--- config.mk ---
export PLATFORM = sky130hd
export DESIGN_NAME = spi_slave_responder
export DESIGN_NICKNAME = d
export VERILOG_FILES = /design/src/rtl/spi_slave_responder.sv
export SDC_FILE = /design/constraint.sdc
export NUM_CORES = 1
export LEC_CHECK = 0
export BUFFER_PORTS_ARGS = -buffer_cell sky130_fd_sc_hd__buf_2
export CELL_PAD_IN_SITES_DETAIL_PLACEMENT = 1
export CELL_PAD_IN_SITES_GLOBAL_PLACEMENT = 1
export CORE_AREA = 5 5 125 127
export CTS_CLUSTER_SIZE = 16
export DETAILED_ROUTE_END_ITERATION = 8
export DIE_AREA = 0 0 130 132
export PLACE_DENSITY = 0.61
export SYNTH_ARGS = -nofsm -noshare
export SYNTH_HDL_FRONTEND = slang
export SYNTH_SLANG_ARGS = --single-unit
--- constraint.sdc ---
create_clock -name wb_clk_i -period 5.6 [get_ports wb_clk_i]
set_input_delay 1.12 -clock wb_clk_i [delete_from_list [all_inputs] [get_ports wb_clk_i]]
set_output_delay 1.12 -clock wb_clk_i [all_outputs]
set_load 0.005 [all_outputs]
--- src/rtl/spi_slave_responder.sv ---
// SPI mode-0 slave responder, oversampled in the shared system clock domain.
// Serial RX/TX characters are buffered in small first-word-fall-through FIFOs
// behind valid/ready handshakes.

// Synchronous first-word-fall-through FIFO used for both RX and TX paths.
module spi_slave_fifo #(
    parameter int unsigned WIDTH = 8,
    parameter int unsigned DEPTH = 4
) (
    input  logic             clk,
    input  logic             rst,
    input  logic             push,
    input  logic [WIDTH-1:0] push_data,
    input  logic             pop,
    output logic [WIDTH-1:0] pop_data,
    output logic             full,
    output logic             empty
);
    localparam int unsigned AW = (DEPTH > 1) ? $clog2(DEPTH) : 1;
    localparam int unsigned CW = AW + 1;

    logic [WIDTH-1:0] mem [DEPTH];
    logic [AW-1:0]    wr_ptr;
    logic [AW-1:0]    rd_ptr;
    logic [CW-1:0]    count;
    logic             pop_ok;
    logic             push_ok;

    assign full     = (count == CW'(DEPTH));
    assign empty    = (count == '0);
    assign pop_data = mem[rd_ptr];
    assign pop_ok   = pop && !empty;
    // A pop in the same cycle frees the slot, so a push into a full FIFO is
    // still accepted when it coincides with a pop.
    assign push_ok  = push && (!full || pop_ok);

    // Storage, pointers and occupancy count.
    always_ff @(posedge clk or posedge rst) begin
        if (rst) begin
            for (int unsigned i = 0; i < DEPTH; i++) begin
                mem[i] <= '0;
            end
            wr_ptr <= '0;
            rd_ptr <= '0;
            count  <= '0;
        end else begin
            if (push_ok) begin
                mem[wr_ptr] <= push_data;
                wr_ptr      <= wr_ptr + AW'(1);
            end
            if (pop_ok) begin
                rd_ptr <= rd_ptr + AW'(1);
            end
            case ({push_ok, pop_ok})
                2'b10:   count <= count + CW'(1);
                2'b01:   count <= count - CW'(1);
                default: count <= count;
            endcase
        end
    end
endmodule

module spi_slave_responder #(
    parameter int unsigned          CHAR_LEN    = 8,
    parameter int unsigned          FIFO_DEPTH  = 4,
    parameter logic [CHAR_LEN-1:0]  TX_IDLE_PAT = 8'hFF
) (
    input  logic                wb_clk_i,
    input  logic                wb_rst_i,
    input  logic                spi_ss_i,
    input  logic                spi_sclk_i,
    input  logic                spi_mosi_i,
    output logic                spi_miso_o,
    input  logic [CHAR_LEN-1:0] tx_data_i,
    input  logic                tx_valid_i,
    output logic                tx_ready_o,
    output logic [CHAR_LEN-1:0] rx_data_o,
    output logic                rx_valid_o,
    input  logic                rx_ready_i,
    output logic                rx_overrun_o,
    output logic                tx_underrun_o,
    output logic                busy_o
);
    localparam int unsigned CNT_W = $clog2(CHAR_LEN + 1);

    localparam logic [0:0] IDLE   = 1'b0;
    localparam logic [0:0] ACTIVE = 1'b1;

    logic [0:0]          state;
    logic [CNT_W-1:0]    bit_cnt;
    logic [CHAR_LEN-1:0] rx_sr;
    logic [CHAR_LEN-1:0] tx_sr;

    logic ss_s1, ss_s2, ss_d;
    logic sclk_s1, sclk_s2, sclk_d;
    logic mosi_s1, mosi_s2;

    logic ss_fall, ss_rise, sclk_rise, sclk_fall;

    logic                tx_load;
    logic                rx_complete;
    logic                tx_pop;
    logic                rx_pop;
    logic                rx_overrun_set;
    logic [CHAR_LEN-1:0] tx_head;
    logic [CHAR_LEN-1:0] tx_load_val;
    logic [CHAR_LEN-1:0] rx_char;
    logic                tx_full, tx_empty;
    logic                rx_full, rx_empty;

    // Two-flop synchronizers plus a delayed copy of ss/sclk for edge detection.
    always_ff @(posedge wb_clk_i or posedge wb_rst_i) begin
        if (wb_rst_i) begin
            ss_s1   <= 1'b1;
            ss_s2   <= 1'b1;
            ss_d    <= 1'b1;
            sclk_s1 <= 1'b0;
            sclk_s2 <= 1'b0;
            sclk_d  <= 1'b0;
            mosi_s1 <= 1'b0;
            mosi_s2 <= 1'b0;
        end else begin
            ss_s1   <= spi_ss_i;
            ss_s2   <= ss_s1;
            ss_d    <= ss_s2;
            sclk_s1 <= spi_sclk_i;
            sclk_s2 <= sclk_s1;
            sclk_d  <= sclk_s2;
            mosi_s1 <= spi_mosi_i;
            mosi_s2 <= mosi_s1;
        end
    end

    assign ss_fall   =  ss_d   & ~ss_s2;
    assign ss_rise   = ~ss_d   &  ss_s2;
    assign sclk_rise = ~sclk_d &  sclk_s2;
    assign sclk_fall =  sclk_d & ~sclk_s2;

    assign rx_char     = {rx_sr[CHAR_LEN-2:0], mosi_s2};
    assign tx_load_val = tx_empty ? TX_IDLE_PAT : tx_head;

    // Decode the per-cycle load/complete events; ss deassertion masks sclk edges.
    always_comb begin
        tx_load     = 1'b0;
        rx_complete = 1'b0;
        case (state)
            IDLE: begin
                tx_load = ss_fall;
            end
            default: begin
                if (!ss_rise) begin
                    rx_complete = sclk_rise && (bit_cnt == CNT_W'(CHAR_LEN - 1));
                    tx_load     = sclk_fall && (bit_cnt == '0);
                end
            end
        endcase
    end

    assign tx_pop         = tx_load && !tx_empty;
    assign rx_pop         = rx_ready_i && !rx_empty;
    assign rx_overrun_set = rx_complete && rx_full && !rx_pop;

    // Transfer FSM: shift registers, bit counter and state.
    always_ff @(posedge wb_clk_i or posedge wb_rst_i) begin
        if (wb_rst_i) begin
            state   <= IDLE;
            bit_cnt <= '0;
            rx_sr   <= '0;
            tx_sr   <= '0;
        end else begin
            case (state)
                IDLE: begin
                    if (ss_fall) begin
                        tx_sr   <= tx_load_val;
                        bit_cnt <= '0;
                        state   <= ACTIVE;
                    end
                end
                default: begin
                    if (ss_rise) begin
                        bit_cnt <= '0;
                        state   <= IDLE;
                    end else if (sclk_rise) begin
                        rx_sr <= rx_char;
                        if (rx_complete) begin
                            bit_cnt <= '0;
                        end else begin
                            bit_cnt <= bit_cnt + CNT_W'(1);
                        end
                    end else if (sclk_fall) begin
                        if (tx_load) begin
                            tx_sr <= tx_load_val;
                        end else begin
                            tx_sr <= {tx_sr[CHAR_LEN-2:0], 1'b0};
                        end
                    end
                end
            endcase
        end
    end

    // Sticky error flags, cleared only by reset.
    always_ff @(posedge wb_clk_i or posedge wb_rst_i) begin
        if (wb_rst_i) begin
            rx_overrun_o  <= 1'b0;
            tx_underrun_o <= 1'b0;
        end else begin
            if (rx_overrun_set) begin
                rx_overrun_o <= 1'b1;
            end
            if (tx_load && tx_empty) begin
                tx_underrun_o <= 1'b1;
            end
        end
    end

    assign spi_miso_o = (state == ACTIVE) && tx_sr[CHAR_LEN-1];
    assign busy_o     = (state == ACTIVE);
    assign tx_ready_o = !tx_full;
    assign rx_valid_o = !rx_empty;

    spi_slave_fifo #(
        .WIDTH (CHAR_LEN),
        .DEPTH (FIFO_DEPTH)
    ) u_tx_fifo (
        .clk       (wb_clk_i),
        .rst       (wb_rst_i),
        .push      (tx_valid_i && !tx_full),
        .push_data (tx_data_i),
        .pop       (tx_pop),
        .pop_data  (tx_head),
        .full      (tx_full),
        .empty     (tx_empty)
    );

    spi_slave_fifo #(
        .WIDTH (CHAR_LEN),
        .DEPTH (FIFO_DEPTH)
    ) u_rx_fifo (
        .clk       (wb_clk_i),
        .rst       (wb_rst_i),
        .push      (rx_complete),
        .push_data (rx_char),
        .pop       (rx_pop),
        .pop_data  (rx_data_o),
        .full      (rx_full),
        .empty     (rx_empty)
    );
endmodule

==> summary.md, run 1 <==
| Metric | Value |
|---|---|
| Outcome | `completed` |
| Leading cell type in the layout, fill and taps excluded | `sky130_fd_sc_hd__dfrtp_1` |
| Number of diodes | `0` |
| Sinks on the clock net | `around 110` |
| Path type of the worst min-delay path | `flop to flop` |
| Transition time at the pin with the least slew margin | `between 0.8 and 0.9 ns` |
| Share of post-route cells with drive strength above 1 | `41.5%` |
| Data required time at the worst endpoint | `about 5.9 ns` |
| Total standard cell area after synthesis | `0.00492 mm2` |
| Ports placed on the boundary | `29` |
| Pin count of the biggest net entering global routing | `66` |
| Tcrit/Tclk final | `52.9%` |
| Clock buffer count from CTS | `9` |
| Quantity of I/O buffers inserted on ports | `28` |
| DRC errors left | `0` |
| Hold Worst Slack | `~0.35 ns` |
| Post-Synth XOR/XNOR Area | `2.14%` |
| Number of cell rows | `44` |
| Iteration-0 DRC Markers | `112` |
| Hold-fix buffers at CTS | `0` |
| Remaining max-slew budget at the tightest pin | `approximately 47%` |
| First-pass iteration count of the detailed router | `4` |
| Gr usage total | `between 10% and 20%` |
| EDFF count, synth | `0` |
| Synth Area per Inst | `14.6 um2` |
| GR met2 Demand/Resource | `between 20% and 30%` |
| Highest net fanout along the worst path | `6` |
| Yosys reg bits | `108` |
| Worst IR drop on VDD | `0.221 mV` |
| Post-detail-place hpwl | `6480 um` |
| Count of synthesis-stage warnings from yosys | `0` |
| Power density over the cells | `450 mW/mm2` |
| M3 GR Usage | `3.93%` |
| Final setup viols | `0` |
| Fraction of the mapped netlist area in compound gates | `4.22%` |
| Data arrival time of the critical path | `3.24 ns` |
| Width of the die | `130 um` |
| Met1 Usage GRT | `between 10% and 20%` |
| Global-route wire length before repair | `16700 um` |
| Initial Util | `about a third` |
| Count of instances resized after the clock tree is built | `0` |
| Area Growth Syn to Fin | `12.9%` |
| Number of antenna violations at the first check in global routing | `0` |
| Sort of element at the end of the critical path | `flop` |
| Insertion delay of the later-clocked pin in the worst-skew pair | `0.35 ns` |
| Total negative slack for setup checks | `0 ns` |
| Fmax | `337 MHz` |
| Total die area | `0.0172 mm2` |
| Adder-Cell Fraction of Synth Area | `under 10%` |
| Mapped Nets | `367` |
| Drt wl/cell | `16.9 um` |
| Die height | `132 um` |
| Clock Path Buffers | `2` |
| CTS tree | `yes` |
| Count of unique library cells instantiated by Yosys | `48` |
| Largest incremental delay on the critical path | `0.69 ns` |
| Setup bufs post-CTS | `0` |
| Final-report max-slew violation count | `0` |
| Setup Crit Path Kind | `input port to flop` |
| Gate count after technology mapping | `338` |
| Async set or reset register ratio after synthesis | `100%` |
| Average via count per standard cell | `~4.9` |
| Final critical path time including I/O delays and setup | `2.96 ns` |
| Top library cells by usage in the layout, fill and taps aside | `sky130_fd_sc_hd__dfrtp_1, sky130_fd_sc_hd__mux2_2, sky130_fd_sc_hd__buf_2, sky130_fd_sc_hd__inv_1, sky130_fd_sc_hd__mux4_2` |
| Final #Nets | `400` |
| Post-synth top flop | `sky130_fd_sc_hd__dfrtp_1` |
| Leak pwr | `2.60 nW` |
| Slowest cell on the critical path | `sky130_fd_sc_hd__or4b_1` |
| Remaining Overflow, GRT | `0` |
| Final Hold Viols | `0` |
| Share of synthesized area spent on multiplexers | `24.4%` |
| Setup skew after layout | `0.0140 ns` |
| Share of synthesized cell area in and, or, nand and nor gates | `under 10%` |
| Clock root buffer | `sky130_fd_sc_hd__clkbuf_16` |
| Placeable core region | `0.0143 mm2` |
| Dominant combinational cell family by area after synthesis | `multiplexers` |
| Level count of the clock H-tree | `3` |
| Worst-path clk slew | `~0.070 ns` |
| Sequential fraction of the synthesis area | `55.0%` |
| Antenna-violating nets left | `0` |
| Number of global-route vias before repair | `around 3200` |
| Max_cap viols | `0` |
| Global routing's busiest layer | `met2` |
| Setup repair after global routing missed its margin | `false` |
| Via count | `2765` |
| Cell Chain, Critical Path | `buf_2 > or4b_1 > nor2b_4 > inv_1 > ha_1 > inv_1 > fa_1 > xor2_1 > nor2_1 > xor2_1` |
| Crit start category | `input port` |
| Routability congestion estimate | `0.704` |
| Total routed wirelength | `~9500 um` |
final timing paths:
kind / from / to / slack, ns / cells past startpoint
worst max-delay path: rx_ready_i / u_rx_fifo.count[2]$_DFFE_PP0P_ / 2.64 / 10
worst min-delay path: sclk_s1$_DFF_PP0_ / sclk_s2$_DFF_PP0_ / 0.35 / 0
worst max register to register: bit_cnt[0]$_DFFE_PP0P_ / u_tx_fifo.count[2]$_DFFE_PP0P_ / 2.90 / 11
worst min register to register: sclk_s1$_DFF_PP0_ / sclk_s2$_DFF_PP0_ / 0.35 / 0
max in group asynchronous: wb_rst_i / ss_s1$_DFF_PP1_ / 3.59 / 3
min in group asynchronous: wb_rst_i / mosi_s1$_DFF_PP0_ / 0.92 / 2
metrics by stage:
stage / cell area, um2 / std cells / util, % / worst slack [ns] / total power, W
floorplan: 4920 / 338 / - / 1.64 / 0.00171
global placement: 5260 / 544 / 36.8 / 2.32 / 0.00186
detailed placement: 5260 / 544 / 36.8 / 2.26 / 0.00190
CTS: 5560 / 560 / 38.8 / 2.57 / 0.00255
global route: 5560 / 560 / 38.8 / 2.47 / 0.00269
finish: 5560 / 560 / 38.8 / 2.64 / 0.00250
sequential cells by signal (all words and copies together) (netlist names), 3 cells and up:
signal           flops
u_rx_fifo.count      3
bit_cnt              4
rx_sr                7
u_tx_fifo.mem       32
u_tx_fifo.count      3
tx_sr                8
u_rx_fifo.mem       32
cell type report:
type / instances / area (um2)
timing repair buffer: 30 / 155
clock buffer: 10 / 229
fill: 1500 / 8760
clock inverter: 6 / 65.1
sequential: 108 / 2710
inverter: 18 / 70.1
multi-input combinational: 204 / 2100
tap: 184 / 230
kinds of logic after synthesis:
kind of cell               count (synthesis)
AOI/OAI and AO/OA                         33
xor gates and xnor gates                  12
adders and majority gates                 14
buffers and inverters                     26
DFF                                      108
muxes                                     90
and+or+nand+nor                           55
cell usage after synthesis (5+ instances only):
| library cell | n | area (um2) |
|---|---|---|
| sky130_fd_sc_hd__dfrtp_1 | 105 | 2630 |
| sky130_fd_sc_hd__mux2_2 | 71 | 800 |
| sky130_fd_sc_hd__inv_1 | 18 | 67.6 |
| sky130_fd_sc_hd__mux4_2 | 16 | 360 |
| sky130_fd_sc_hd__a21oi_1 | 12 | 60.1 |
| sky130_fd_sc_hd__ha_1 | 12 | 150 |
| sky130_fd_sc_hd__nor2_1 | 12 | 45.0 |
| sky130_fd_sc_hd__nand2_1 | 9 | 33.8 |
| sky130_fd_sc_hd__o22ai_1 | 7 | 43.8 |
| sky130_fd_sc_hd__xor2_1 | 7 | 61.3 |
| sky130_fd_sc_hd__xnor2_1 | 5 | 43.8 |
worst max-delay path: cells and delay by family:
kind	cells	cell delay, ns
adders and majority gates	2	0.54
buffers and inverters	3	0.23
xor gates and xnor gates	2	0.29
and+or+nand+nor	3	1.04
routing by layer:
metal / wire [um] / vias to the layer above / share of wire (%)
met5: 0 / - / 0
met4: 144 / 0 / 1.5
met3: 309 / 11 / 3.3
met2: 4940 / 33 / 52
met1: 4080 / 1446 / 43
li1: - / 1275 / -
report_power, final:
part / switching [W] / internal (W) / total, W
combinational: 0.000267 / 0.000386 / 0.000653
clock: 0.000290 / 0.000347 / 0.000637
sequential: 0.000211 / 0.00100 / 0.00121
No activity file was read; power rests on OpenSTA's default activity.
==> run 2, diff against run 1 <==
Settings changed: ABC_AREA set to 1, CORE_AREA 5 5 125 127 to 5 5 128 130, DIE_AREA 0 0 130 132 to 0 0 133 135, PLACE_DENSITY 0.61 to 0.69.
Clock period 5.6 ns to 2.5 ns, I/O delays scaled along.
==> run 2 against run 1 <==
Against the previous run: sequential power up 110%; register-to-register slack got worse by 2.7 ns; cell area up 4.5%; count of clock-buffer cells in the layout rose by 2; area after synthesis up 5.5%; power is 150% higher; largest power group unchanged; synthesized cell count rose by 84%; final cell count up 50%; via count up 50%.
==> summary.md, run 2 <==
| Metric | Value |
|---|---|
| Quantity of I/O buffers inserted on ports | `28` |
| Area Growth Syn to Fin | `11.8%` |
| Drt wl/cell | `15.1 um` |
| Path type of the worst min-delay path | `input port to asynchronous set/reset pin` |
| Leak pwr | `3.11 nW` |
| CTS tree | `yes` |
| Share of post-route cells with drive strength above 1 | `10.9%` |
| Via count | `a little over 4000` |
| Width of the die | `133 um` |
| Cell Chain, Critical Path | `inv_1 > ha_1 > nand3_1 > o21ai_2 > nand2_1 > inv_1 > ha_1 > inv_1 > fa_1 > a21oi_1 > o21ai_0 > xnor2_1` |
| Data required time at the worst endpoint | `around 2.7 ns` |
| Leading cell type in the layout, fill and taps excluded | `sky130_fd_sc_hd__nand2_1` |
| Data arrival time of the critical path | `roughly 2.5 ns` |
| Count of instances resized after the clock tree is built | `0` |
| Hold-fix buffers at CTS | `0` |
| Insertion delay of the later-clocked pin in the worst-skew pair | `0.35 ns` |
| Number of diodes | `0` |
| Level count of the clock H-tree | `3` |
| Iteration-0 DRC Markers | `approximately 220` |
| Gate count after technology mapping | `622` |
| Final #Nets | `678` |
| Crit start category | `flop` |
| Slowest cell on the critical path | `sky130_fd_sc_hd__dfrtp_1` |
| Number of cell rows | `45` |
| Setup skew after layout | `a little over 0.007 ns` |
| Antenna-violating nets left | `0` |
| Setup bufs post-CTS | `0` |
| Sequential fraction of the synthesis area | `52.1%` |
| Cell type with the largest total area after synthesis | `sky130_fd_sc_hd__dfrtp_1` |
| Ports placed on the boundary | `29` |
| Tcrit/Tclk final | `90.3%` |
| Largest regs | `u_rx_fifo.mem x32, u_tx_fifo.mem x32, tx_sr x8` |
| Async set or reset register ratio after synthesis | `100%` |
| Worst path most repeated cell | `sky130_fd_sc_hd__inv_1` |
| Count of synthesis-stage warnings from yosys | `0` |
| Transition time at the pin with the least slew margin | `0.526 ns` |
| Sinks on the clock net | `108` |
| Placeable core region | `about 0.015 mm2` |
| Final-report max-slew violation count | `0` |
| Total routed wirelength | `12700 um` |
| Clock root buffer | `sky130_fd_sc_hd__clkbuf_16` |
| Final critical path time including I/O delays and setup | `2.26 ns` |
| Clock Path Buffers | `2` |
| Die height | `135 um` |
| Synth top cells by count | `sky130_fd_sc_hd__nand2_1, sky130_fd_sc_hd__dfrtp_1, sky130_fd_sc_hd__inv_1` |
| Yosys reg bits | `around 110` |
| Initial Util | `34.6%` |
| Worst-path clk slew | `0.07 ns` |
| Pin count of the biggest net entering global routing | `94` |
| Final setup viols | `0` |
| Outcome | `completed` |
| Count of unique library cells instantiated by Yosys | `28` |
| Clock buffer count from CTS | `9` |
| Synth Area per Inst | `8.35 um2` |
| Mapped Nets | `651` |
| Post-Place Cells | `826` |
| Total die area | `0.0180 mm2` |
| Number of global-route vias before repair | `4424` |
| EDFF count, synth | `0` |
| Setup repair after global routing missed its margin | `false` |
| Gr usage total | `15.1%` |
| Total Power Consumption | `around 0.006 W` |
| Fraction of synthesized cell area taken by the top area cell type | `between 50% and 60%` |
| Power density over the cells | `1060 mW/mm2` |
| R2R depth | `12` |
| Average via count per standard cell | `just under 5` |
| Setup Crit Path Kind | `flop to flop` |
| DRC errors left | `0` |
| Library cell with the highest instance count after synthesis | `sky130_fd_sc_hd__nand2_1` |
| R2R Setup Slk | `0.24 ns` |
| First-pass iteration count of the detailed router | `4` |
| Fmax | `roughly 440 MHz` |
| Number of antenna violations at the first check in global routing | `0` |
| Sort of element at the end of the critical path | `flop` |
| Routability congestion estimate | `roughly 0.8` |
| Global-route wire length before repair | `21900 um` |
| Remaining max-slew budget at the tightest pin | `between 60% and 70%` |
| Final Hold Viols | `0` |
| Total standard cell area after synthesis | `0.00519 mm2` |
| Leading cell types by total area after synthesis | `sky130_fd_sc_hd__dfrtp_1, sky130_fd_sc_hd__nand2_1, sky130_fd_sc_hd__nand3_1, sky130_fd_sc_hd__inv_1, sky130_fd_sc_hd__o21ai_0` |
| Highest net fanout along the worst path | `3` |
| Largest incremental delay on the critical path | `0.40 ns` |
| Worst IR drop on VDD | `0.393 mV` |
| Post-detail-place hpwl | `8920 um` |
| Max_cap viols | `0` |
| Remaining Overflow, GRT | `0` |
| Final cell count without fillers | `841` |
| Total negative slack for setup checks | `0 ns` |
| Post-synth top flop | `sky130_fd_sc_hd__dfrtp_1` |
| Top library cells by usage in the layout, fill and taps aside | `sky130_fd_sc_hd__nand2_1, sky130_fd_sc_hd__dfrtp_1, sky130_fd_sc_hd__inv_1, sky130_fd_sc_hd__nand3_1, sky130_fd_sc_hd__o21ai_0` |
run 2: worst paths after layout:
check                                       startpoint                             end
worst max-delay path            bit_cnt[0]$_DFFE_PP0P_  u_tx_fifo.count[2]$_DFFE_PP0P_
worst min-delay path                          wb_rst_i    u_rx_fifo.mem[1]$_DFFE_PP0P_
worst max register to register  bit_cnt[0]$_DFFE_PP0P_  u_tx_fifo.count[2]$_DFFE_PP0P_
worst min register to register       mosi_s1$_DFF_PP0_               mosi_s2$_DFF_PP0_
max in group asynchronous                     wb_rst_i                  ss_d$_DFF_PP1_
min in group wb_clk_i                         spi_ss_i                 ss_s1$_DFF_PP1_
run 2: through the flow:
step	setup slack [ns]	util (%)	hold slack, ns	instance area, um2
after global placement	0.238	36.7	0.335	5510
after global routing	0.00570	38.7	0.146	5810
final	0.243	38.7	0.135	5810
after detailed placement	0.130	36.7	0.338	5510
after CTS	0.127	38.6	0.128	5810
after floorplan	0.249	-	0.331	5200
run 2: worst max-delay path: cells and delay by family (launching register included):
family | cells | cell delay, ns
DFF | 1 | 0.40
buffers and inverters | 3 | 0.25
and+or+nand+nor | 2 | 0.22
xor gates and xnor gates | 1 | 0.15
AOI/OAI and AO/OA | 3 | 0.43
adders and majority gates | 3 | 0.69
run 2: logic make-up (layout without fill, tap and decap cells):
family / after synthesis / in the layout / synth area share [%]
and+or+nand+nor: 315 / 315 / 26.6
AOI/OAI and AO/OA: 80 / 80 / 8.02
buffers and inverters: 96 / 127 / 8.14
adders and majority gates: 14 / 14 / 3.66
xor gates and xnor gates: 9 / 9 / 1.52
DFF: 108 / 108 / 52.1
run 2: report_power, final:
group / internal (W) / switching, W / total, W
combinational: 0.000793 / 0.00133 / 0.00212
clock: 0.000804 / 0.000641 / 0.00145
sequential: 0.00221 / 0.000380 / 0.00259
total: 0.00381 / 0.00235 / 0.00616
run 2: layer usage:
| layer | part of all wire, % | up-vias | wire [um] | track usage (%) |
|---|---|---|---|---|
| li1 | - | 2018 | - | - |
| met1 | 46 | 2059 | 5800 | 18.9 |
| met2 | 50 | 54 | 6300 | 25.8 |
| met3 | 3.3 | 19 | 426 | 3.99 |
| met4 | 1.6 | 0 | 199 | 4.33 |
| met5 | 0 | - | 0 | 0 |
run 2: area by class of cell:
| cell class | instances | area (um2) |
|---|---|---|
| fillers | 1825 | 9220 |
| flip-flops and latches | 108 | 2710 |
| multi-input cells | 418 | 2070 |
| inverters | 75 | 285 |
| clock buffers | 12 | 246 |
| well taps | 188 | 235 |
| repair buffers | 37 | 220 |
| clock inverters | 3 | 47.5 |
